--- config.mk ---
export PLATFORM = sky130hd
export DESIGN_NAME = square_tone_scheduler_flat
export DESIGN_NICKNAME = d
export VERILOG_FILES = /design/src/rtl/square_tone_scheduler_if.sv /design/src/rtl/square_tone_scheduler.sv /design/src/flat_wrapper.sv
export SDC_FILE = /design/constraint.sdc
export NUM_CORES = 1
export LEC_CHECK = 0
export CORE_ASPECT_RATIO = 0.7
export CORE_MARGIN = 2
export CORE_UTILIZATION = 61
export CTS_CLUSTER_SIZE = 14
export DETAILED_ROUTE_END_ITERATION = 10
export HOLD_SLACK_MARGIN = 0.02
export PLACE_DENSITY = 0.86
export SLEW_MARGIN = 40
export SYNTH_ARGS = -nofsm -noshare
export SYNTH_HDL_FRONTEND = slang
export SYNTH_SLANG_ARGS = --single-unit
--- constraint.sdc ---
create_clock -name clk -period 6.04 [get_ports clk]
set_input_delay 1.208 -clock clk [delete_from_list [all_inputs] [get_ports clk]]
set_output_delay 1.208 -clock clk [all_outputs]
set_load 0.03 [all_outputs]
--- src/rtl/square_tone_scheduler_if.sv ---
// Control and sample bundle between the sound-model CPU/latch side and the
// square tone scheduler. master drives stimulus/config, slave is the scheduler.
interface square_tone_scheduler_if #(
    parameter int unsigned PERIOD_WIDTH   = 24,
    parameter int unsigned DURATION_WIDTH = 16
);
    logic                      audio_clk_en;
    logic                      cfg_valid;
    logic                      cfg_ready;
    logic [PERIOD_WIDTH-1:0]   cfg_half_period;
    logic                      trigger;
    logic [DURATION_WIDTH-1:0] duration;
    logic                      gate;
    logic                      busy;
    logic                      level;
    logic signed [15:0]        out_raw;

    modport master (
        output audio_clk_en,
        output cfg_valid,
        output cfg_half_period,
        output trigger,
        output duration,
        output gate,
        input  cfg_ready,
        input  busy,
        input  level,
        input  out_raw
    );

    modport slave (
        input  audio_clk_en,
        input  cfg_valid,
        input  cfg_half_period,
        input  trigger,
        input  duration,
        input  gate,
        output cfg_ready,
        output busy,
        output level,
        output out_raw
    );
endinterface

--- src/rtl/square_tone_scheduler.sv ---
// Square-wave tone sequencer: start/stop/retrigger, timed or gated length,
// and half-period changes applied only on half-period boundaries.
//
//   state        | meaning
//   -------------+-----------------------------------------------------------
//   ST_IDLE      | silent, level held at 0, config applied immediately
//   ST_RUN       | oscillating; watching duration count or gate for a stop
//   ST_STOP      | oscillating until the current low half completes
module square_tone_scheduler #(
    parameter int unsigned DEFAULT_HALF_PERIOD = 50000,
    parameter int unsigned PERIOD_WIDTH        = 24,
    parameter int unsigned DURATION_WIDTH      = 16,
    parameter int          AMPLITUDE           = 16384
) (
    input logic                    clk,
    input logic                    I_RSTn,
    square_tone_scheduler_if.slave tone
);
    localparam logic [1:0] ST_IDLE = 2'd0;
    localparam logic [1:0] ST_RUN  = 2'd1;
    localparam logic [1:0] ST_STOP = 2'd2;

    localparam logic [PERIOD_WIDTH-1:0] HALF_RESET = PERIOD_WIDTH'(DEFAULT_HALF_PERIOD);
    localparam logic [PERIOD_WIDTH-1:0] HALF_MIN   = PERIOD_WIDTH'(2);
    localparam logic signed [15:0]      AMP_HIGH   = 16'(AMPLITUDE);

    logic [1:0]                state;
    logic                      level_q;
    logic signed [15:0]        out_raw_q;
    logic [PERIOD_WIDTH-1:0]   half_cnt;
    logic [PERIOD_WIDTH-1:0]   active_half;
    logic [PERIOD_WIDTH-1:0]   pending_half;
    logic                      pending_full;
    logic [DURATION_WIDTH-1:0] dur_cnt;
    logic                      gate_mode;

    logic                      running;
    logic                      boundary;
    logic                      accept;
    logic [PERIOD_WIDTH-1:0]   cfg_clamped;
    logic                      stop_cond;
    logic                      end_of_tone;

    assign running     = (state != ST_IDLE);
    // active_half is never below 2, so the subtraction cannot wrap
    assign boundary    = running && (half_cnt == (active_half - 1'b1));
    assign accept      = tone.cfg_valid && !pending_full;
    assign cfg_clamped = (tone.cfg_half_period < HALF_MIN) ? HALF_MIN : tone.cfg_half_period;

    assign stop_cond   = (state == ST_RUN) &&
                         (gate_mode ? !tone.gate
                                    : (tone.audio_clk_en && (dur_cnt == DURATION_WIDTH'(1))));
    // The tone only ends where a low half would hand over to a high half.
    assign end_of_tone = (state == ST_STOP) && boundary && !level_q;

    always_ff @(posedge clk) begin
        if (!I_RSTn) begin
            state        <= ST_IDLE;
            level_q      <= 1'b0;
            out_raw_q    <= '0;
            half_cnt     <= '0;
            active_half  <= HALF_RESET;
            pending_half <= '0;
            pending_full <= 1'b0;
            dur_cnt      <= '0;
            gate_mode    <= 1'b0;
        end else begin
            // An accept and an apply never coincide: accept needs the slot empty.
            if (accept) begin
                pending_half <= cfg_clamped;
                pending_full <= 1'b1;
            end else if (pending_full && (!running || boundary)) begin
                active_half  <= pending_half;
                pending_full <= 1'b0;
            end

            if (tone.audio_clk_en) begin
                out_raw_q <= level_q ? AMP_HIGH : 16'sd0;
            end

            if (!running) begin
                if (tone.trigger) begin
                    state     <= ST_RUN;
                    level_q   <= 1'b1;
                    half_cnt  <= '0;
                    dur_cnt   <= tone.duration;
                    gate_mode <= (tone.duration == '0);
                end
            end else begin
                half_cnt <= boundary ? '0 : half_cnt + 1'b1;

                if (tone.trigger) begin
                    // Retrigger reloads length only; phase and level carry on.
                    state     <= ST_RUN;
                    dur_cnt   <= tone.duration;
                    gate_mode <= (tone.duration == '0);
                    if (boundary) begin
                        level_q <= !level_q;
                    end
                end else begin
                    if (end_of_tone) begin
                        state <= ST_IDLE;
                    end else if (boundary) begin
                        level_q <= !level_q;
                    end

                    if ((state == ST_RUN) && tone.audio_clk_en && (dur_cnt != '0)) begin
                        dur_cnt <= dur_cnt - 1'b1;
                    end
                    if (stop_cond) begin
                        state <= ST_STOP;
                    end
                end
            end
        end
    end

    assign tone.cfg_ready = !pending_full;
    assign tone.busy      = running;
    assign tone.level     = level_q;
    assign tone.out_raw   = out_raw_q;
endmodule
--- src/flat_wrapper.sv ---
// flat-port wrapper written by rule: the top's interface ports become plain ports
module square_tone_scheduler_flat 
#(
    parameter int unsigned DEFAULT_HALF_PERIOD = 50000,
    parameter int unsigned PERIOD_WIDTH        = 24,
    parameter int unsigned DURATION_WIDTH      = 16,
    parameter int          AMPLITUDE           = 16384
)
  (clk, I_RSTn, tone_audio_clk_en, tone_cfg_valid, tone_cfg_half_period, tone_trigger, tone_duration, tone_gate, tone_cfg_ready, tone_busy, tone_level, tone_out_raw);
  square_tone_scheduler_if #(.PERIOD_WIDTH(PERIOD_WIDTH), .DURATION_WIDTH(DURATION_WIDTH)) tone_i ();
  input logic clk;
  input logic I_RSTn;
  input wire logic [$bits(tone_i.audio_clk_en)-1:0] tone_audio_clk_en;
  input wire logic [$bits(tone_i.cfg_valid)-1:0] tone_cfg_valid;
  input wire logic [$bits(tone_i.cfg_half_period)-1:0] tone_cfg_half_period;
  input wire logic [$bits(tone_i.trigger)-1:0] tone_trigger;
  input wire logic [$bits(tone_i.duration)-1:0] tone_duration;
  input wire logic [$bits(tone_i.gate)-1:0] tone_gate;
  output wire logic [$bits(tone_i.cfg_ready)-1:0] tone_cfg_ready;
  output wire logic [$bits(tone_i.busy)-1:0] tone_busy;
  output wire logic [$bits(tone_i.level)-1:0] tone_level;
  output wire logic [$bits(tone_i.out_raw)-1:0] tone_out_raw;
  assign tone_i.audio_clk_en = tone_audio_clk_en;
  assign tone_i.cfg_valid = tone_cfg_valid;
  assign tone_i.cfg_half_period = tone_cfg_half_period;
  assign tone_i.trigger = tone_trigger;
  assign tone_i.duration = tone_duration;
  assign tone_i.gate = tone_gate;
  assign tone_cfg_ready = tone_i.cfg_ready;
  assign tone_busy = tone_i.busy;
  assign tone_level = tone_i.level;
  assign tone_out_raw = tone_i.out_raw;
  square_tone_scheduler #(.DEFAULT_HALF_PERIOD(DEFAULT_HALF_PERIOD), .PERIOD_WIDTH(PERIOD_WIDTH), .DURATION_WIDTH(DURATION_WIDTH), .AMPLITUDE(AMPLITUDE)) u_core (.clk(clk), .I_RSTn(I_RSTn), .tone(tone_i));
endmodule
== Word-level counts from Yosys, hierarchy flattened ==
Cells that the tools add are included.
Operators by class
  add/sub/neg operators: 3
  order comparisons: 1
  equality and inequality tests: 5
  mux-type cells: 22
  bitwise operators: 1
  reduce and logical (&&, ||, !) cells: 25
Operator list (count)
  $mux 24: 4
  $mux 16: 4
  $add 24x1->24 const B: 1
  $eq 24x24->1: 1
  $lt 24x2->1 const B: 1
  $sub 24x1->24 const B: 1
  $eq 16x1->1 const B: 1
  $logic_not 16->1: 1
  $reduce_bool 16->1: 1
  $sub 16x1->16 const B: 1
  $mux 15: 1
  $mux 2: 5
  $logic_and 1x1->1: 9
  $mux 1: 8
  $reduce_and 2->1: 4
  $reduce_bool 2->1: 4
  $logic_not 1->1: 4
  $reduce_bool 3->1: 1
  $eq 2x1->1 const B: 1
  $eq 2x2->1 const B: 1
  $ne 2x2->1 const B: 1
  $logic_or 1x1->1: 1
  $not 1->1: 1
Word-level totals
  bits in registers: 109
  input bits: 46
  output and inout port bits: 19
  word-level logic and storage cells: 66

== Longest topological paths before layout ==
  depth in word-level cells: 9
  depth in mapped cells: 12
  gate-level depth less buffers: 10

== Least setup slack after synthesis ==
No wires, ideal clock.
  path kind: reg2reg
  from: reg u_core.active_half[0]
  to: reg u_core.active_half[10]
  library setup time: 72 ps
  arrival: 2735 ps
  required time: 5968 ps
  setup slack: 3233 ps
  stages on the path, launching flop included: 13
  path buffers: 2
  period minus slack after synthesis: 2807 ps
  path through: dfxtp_1 inv_1 ha_1 nor2b_1 and3_1 or4b_1 nor4_1 and4_1 o211ai_2 buf_6 a21oi_4 buf_12 mux2i_1
On the way
  cells in the longest elaborated chain, start to end: 6
Ends and longest elaborated chain
  start: declaration: RTL line square_tone_scheduler.sv:31  | logic [PERIOD_WIDTH-1:0] active_half;
  start signal: assignment: RTL line square_tone_scheduler.sv:73  | active_half <= pending_half;
  $sub 24x1->24: RTL line square_tone_scheduler.sv:46  | assign boundary = running && (half_cnt == (active_half - 1'b1));
  $eq 24x24->1: RTL line square_tone_scheduler.sv:46
  $logic_and 1x1->1: RTL line square_tone_scheduler.sv:46
  $logic_or 1x1->1: RTL line square_tone_scheduler.sv:72  | end else if (pending_full && (!running || boundary)) begin
  $logic_and 1x1->1: RTL line square_tone_scheduler.sv:72
  $reduce_and 2->1 (no source line)
Every way passes these cells.
A chain may end at the register's enable or synchronous reset.

== Worst setup path in the final report ==
  from: reg u_core.active_half[0]
  to: reg u_core.half_cnt[16]
On the way
  cells in the longest elaborated chain, start to end: 5
Ends and longest elaborated chain
  $sub 24x1->24: RTL line square_tone_scheduler.sv:46
  $eq 24x24->1: RTL line square_tone_scheduler.sv:46
  $logic_and 1x1->1: RTL line square_tone_scheduler.sv:46
  $mux 24: RTL line square_tone_scheduler.sv:90  | half_cnt <= boundary ? '0 : half_cnt + 1'b1;
  $mux 24: RTL line square_tone_scheduler.sv:81  | if (!running) begin
  end signal: assignment: RTL line square_tone_scheduler.sv:90
  end: declaration: RTL line square_tone_scheduler.sv:30  | logic [PERIOD_WIDTH-1:0] half_cnt;
Every way passes these cells.

==> metrics list <==
- Area enclosed by the die boundary: 9810 um^2
- Number of gates resized after cts: 0
- The startpoint identified for the worst hold timing path is u_core.pending_half[17].
- Maximum fanout encountered on the critical timing path: 20
- The first routing iteration left 564 violations.
* Clock tree sinks: 94
* Most common cell after layout, fill and taps aside: sky130_fd_sc_hd__nand2_1
- The initial antenna violation count is 0.
* Final hold viol count: 0
- Of the cells placed in the final design, the portion with a size suffix greater than 1 is 0.0569.
- Initial cell density of the core: 0.638
- Total track usage: 0.286
* Number of buffers inserted to repair setup after CTS: 0
* Type of the worst setup path: reg2reg
- Setup violations remaining at the end of the flow were counted as 0.
- Using the TritonRoute via totals, the vias-per-cell ratio works out to 6.15.
- The worst hold path terminates at u_core.active_half[17].
- Clock network power share: 0.377
- Die Width: roughly 120 um
- The synthesized design contains 0 enable-type register cells.
- The longest clock path from root to sink contains 2 buffers.
- Part of the total power dissipated in combinational logic: 0.154
* Peak clock frequency supported by timing: 271 MHz
- Measured against its own limit, the worst slew margin works out to 0.460.
- Fillcell total: ~700
* Most frequent cells in the layout: 127 x sky130_fd_sc_hd__nand2_1, 94 x sky130_fd_sc_hd__dfxtp_1, 48 x sky130_fd_sc_hd__clkdlybuf4s50_1
- Flop and latch count out of synthesis: 94
- Worst slew pin tran: about 0.81 ns
- Status: finished clean
- The Yosys step of the flow raised 0 warnings.
* Max Cap Violations: 0
- Of the total power, the share spent switching nets is 0.281.
* Number of optimization iterations in the first detailed-route pass: 7
* CP startpoint: u_core.active_half[0]
- Top cell type by total area after synthesis: sky130_fd_sc_hd__dfxtp_1
- In the detailed route, the total length drawn on met2 is 6.21 mm.
* Wire length on met3: roughly 950 um
- For this run, the register share of the synthesized area comes to 0.342.
* End of the worst register-to-register path: u_core.half_cnt[16]
- Top flip-flop cell by instance count after synthesis: sky130_fd_sc_hd__dfxtp_1
- In this run the remaining antenna-violating nets after routing total 0.
- Internal power comes to about 1.0 mW.
- Crit. End Element: flip-flop
- Across the routed clock network, the largest skew measured is between 0.007 and 0.008 ns.
- Setup repair after global routing left no endpoint under its margin.
- Number of port buffers: a little under 50
- Counting instances, the worst hold path has a depth of 2.
- Power spent charging and discharging nets: approximately 0.4 mW
- The final layout contains routed wiring with a total length of roughly 14 mm.
- Number of unique standard cell types used by synthesis: 63
* Tightest hold margin: ~0.46 ns
* Number of placement rows: 28
* M1 WL: 6.80 mm
- The tightest min-delay check is of the reg2reg type.
* CTS tree: yes
- After clock tree synthesis, the clock-pin slew on the worst setup and hold paths is 0.06 ns.
- Data arrival at the endpoint of the critical path: ~3.9 ns
- Min cycle time layout: about 3.7 ns
- In the final design database the tool counted 766 nets.
- Worst setup slack for register-to-register paths: approximately 2.3 ns
- Max-slew violation total from the final report: 0
- Of the available clock period, the critical path in the final layout requires 0.611.
* Average cell area after synthesis: 7.92 um^2
- R2R depth: 10
- The worst-case IR drop observed on VDD is 183 uV.
* Areal power density over the cells: ~230 nW/um^2
* Average wire length per cell after detail routing: roughly 17 um
* Overall power consumption: between 1 and 1.5 mW
* Launch point of the worst reg-to-reg path: u_core.active_half[0]
* Number of remaining DRC errors: 0
* Static leakage: approximately 2.2 nW
- Htree depth: 3
* CTS root buf: sky130_fd_sc_hd__clkbuf_16
- Vert. Die Dim: between 80 and 90 um
* Total clock buffers created by CTS: 9
* Async set-or-reset flop fraction in the synthesized netlist: 0
- Area taken by flip-flops and latches: 1880 um^2
* Synthesized instance count: between 600 and 700
- Num ports: 65
- Highest layer used for signal routing: met4
* Mapped Area: ~5500 um^2
* Routed via count: 5170
* Share of the synthesized area in the top cell type: 0.342
- The number of hold buffers added after CTS was 0.
- The area growth from synthesis to layout is 13.1%.
- Vias in the first global route: between 4000 and 5000
- Wire length of the first global-routing pass: roughly 23 mm
- The repair_antennas step left the layout with diodes totalling 0.
* Final total negative setup slack: 0 ns
- STA classifies the critical path startpoint as a flip-flop.
- Entering global routing, the biggest net connects 92 pins.
* Remaining Overflow, GRT: 0
* Placer Congestion: just over 0.9
* Multi-input gate area in the final layout: between 3000 and 4000 um^2
- The floorplan step defined a core boundary enclosing 8620 um^2.
- Detailed placer's ending HPWL: 10.1 mm
- Main area contributors after synthesis: sky130_fd_sc_hd__dfxtp_1 34%, sky130_fd_sc_hd__nand2_1 8.7%, sky130_fd_sc_hd__mux2i_1 4.7%
- Proportion of power drawn by flip-flops and latches: 0.468
- The later pin in the worst-skew pair is clocked with a latency of between 0.3 and 0.4 ns.
- At the worst endpoint, the required time is approximately 6.3 ns.
flip-flops by register name, summed over array words and instances, names as in the netlist:
name / cells
u_core.state: 2
u_core.dur_cnt: 16
u_core.half_cnt: 24
u_core.pending_half: 24
u_core.tone.out_raw: 1
u_core.active_half: 24
u_core.pending_full: 1
u_core.tone.level: 1
u_core.gate_mode: 1
cell usage after synthesis, types with 11 or more instances:
cell	n
sky130_fd_sc_hd__o21ai_0	24
sky130_fd_sc_hd__a31oi_1	11
sky130_fd_sc_hd__clkbuf_1	37
sky130_fd_sc_hd__a21boi_0	24
sky130_fd_sc_hd__nand3_1	28
sky130_fd_sc_hd__nor4_1	19
sky130_fd_sc_hd__a21oi_1	20
sky130_fd_sc_hd__nor2b_1	19
sky130_fd_sc_hd__nand2_1	127
sky130_fd_sc_hd__xnor2_1	17
sky130_fd_sc_hd__xor2_1	18
sky130_fd_sc_hd__nand4_1	11
sky130_fd_sc_hd__mux2i_1	26
sky130_fd_sc_hd__dfxtp_1	94
sky130_fd_sc_hd__and3_1	13
sky130_fd_sc_hd__nor2_1	42
sky130_fd_sc_hd__nor3_1	18
sky130_fd_sc_hd__buf_4	16
sky130_fd_sc_hd__inv_1	18
critical path, stage by stage, from the launching register on:
cell	delay [ns]
sky130_fd_sc_hd__dfxtp_1	0.35
sky130_fd_sc_hd__inv_1	0.07
sky130_fd_sc_hd__ha_1	0.24
sky130_fd_sc_hd__nor4b_1	0.29
sky130_fd_sc_hd__nand4_1	0.27
sky130_fd_sc_hd__nor3_2	0.25
sky130_fd_sc_hd__mux2_2	0.19
sky130_fd_sc_hd__a31oi_1	0.11
sky130_fd_sc_hd__o211ai_4	0.56
sky130_fd_sc_hd__nand3_1	0.68
sky130_fd_sc_hd__o311ai_0	0.55
cells by family after synthesis:
kind of cell | after synthesis | share of synthesized area
AO/OA/AOI/OAI | 141 | 0.187
XOR/XNOR | 35 | 0.0557
adder cells (fa/ha/maj) | 4 | 0.00910
buffers and inverters | 77 | 0.0714
flip-flops | 94 | 0.342
multiplexers | 27 | 0.0494
other | 1 | 0.000682
AND/OR/NAND/NOR | 316 | 0.285
routing by layer:
metal  global-route usage  vias to the layer above
met4               0.0734                        0
met1                0.406                     2445
met3               0.0656                       21
met5                    0                        -
met2                0.440                      216
li1                     -                     2488
metrics by stage:
step	utilization	instances	instance area [um^2]	setup WS, ns
6_report	0.722	841	6220	2.35
5_1_grt	0.722	841	6220	1.99
4_1_cts	0.721	841	6210	2.24
3_5_place_dp	0.688	825	5930	2.23
3_3_place_gp	0.685	824	5900	2.39
2_1_floorplan	-	709	5550	3.23
power groups by stage:
stage | logic (mW) | clock network, mW | registers (mW)
after detailed placement | 0.218 | 0 | 0.693
after CTS | 0.220 | 0.553 | 0.679
after global placement | 0.209 | 0 | 0.691
final | 0.224 | 0.548 | 0.681
after global routing | 0.244 | 0.578 | 0.684
after floorplan | 0.159 | 0 | 0.683
final cells by class:
class,count,share of cell area
well taps,120,0.0241
clock inverters,4,0.00483
inverters,18,0.0109
flip-flops and latches,94,0.302
clock buffers,12,0.0412
repair buffers,55,0.0864
multi-input cells,538,0.530
worst max-delay path by stage:
| stage | slack (ns) | end | cells past startpoint |
|---|---|---|---|
| after floorplan | 3.23 | u_core.active_half[10] | 12 |
| after global placement | 2.39 | u_core.active_half[6] | 10 |
| after detailed placement | 2.23 | u_core.half_cnt[15] | 10 |
| after CTS | 2.24 | u_core.half_cnt[15] | 10 |
| after global routing | 1.99 | u_core.half_cnt[17] | 10 |
| final | 2.35 | u_core.half_cnt[16] | 10 |
Power figures use the tool's default switching activity.
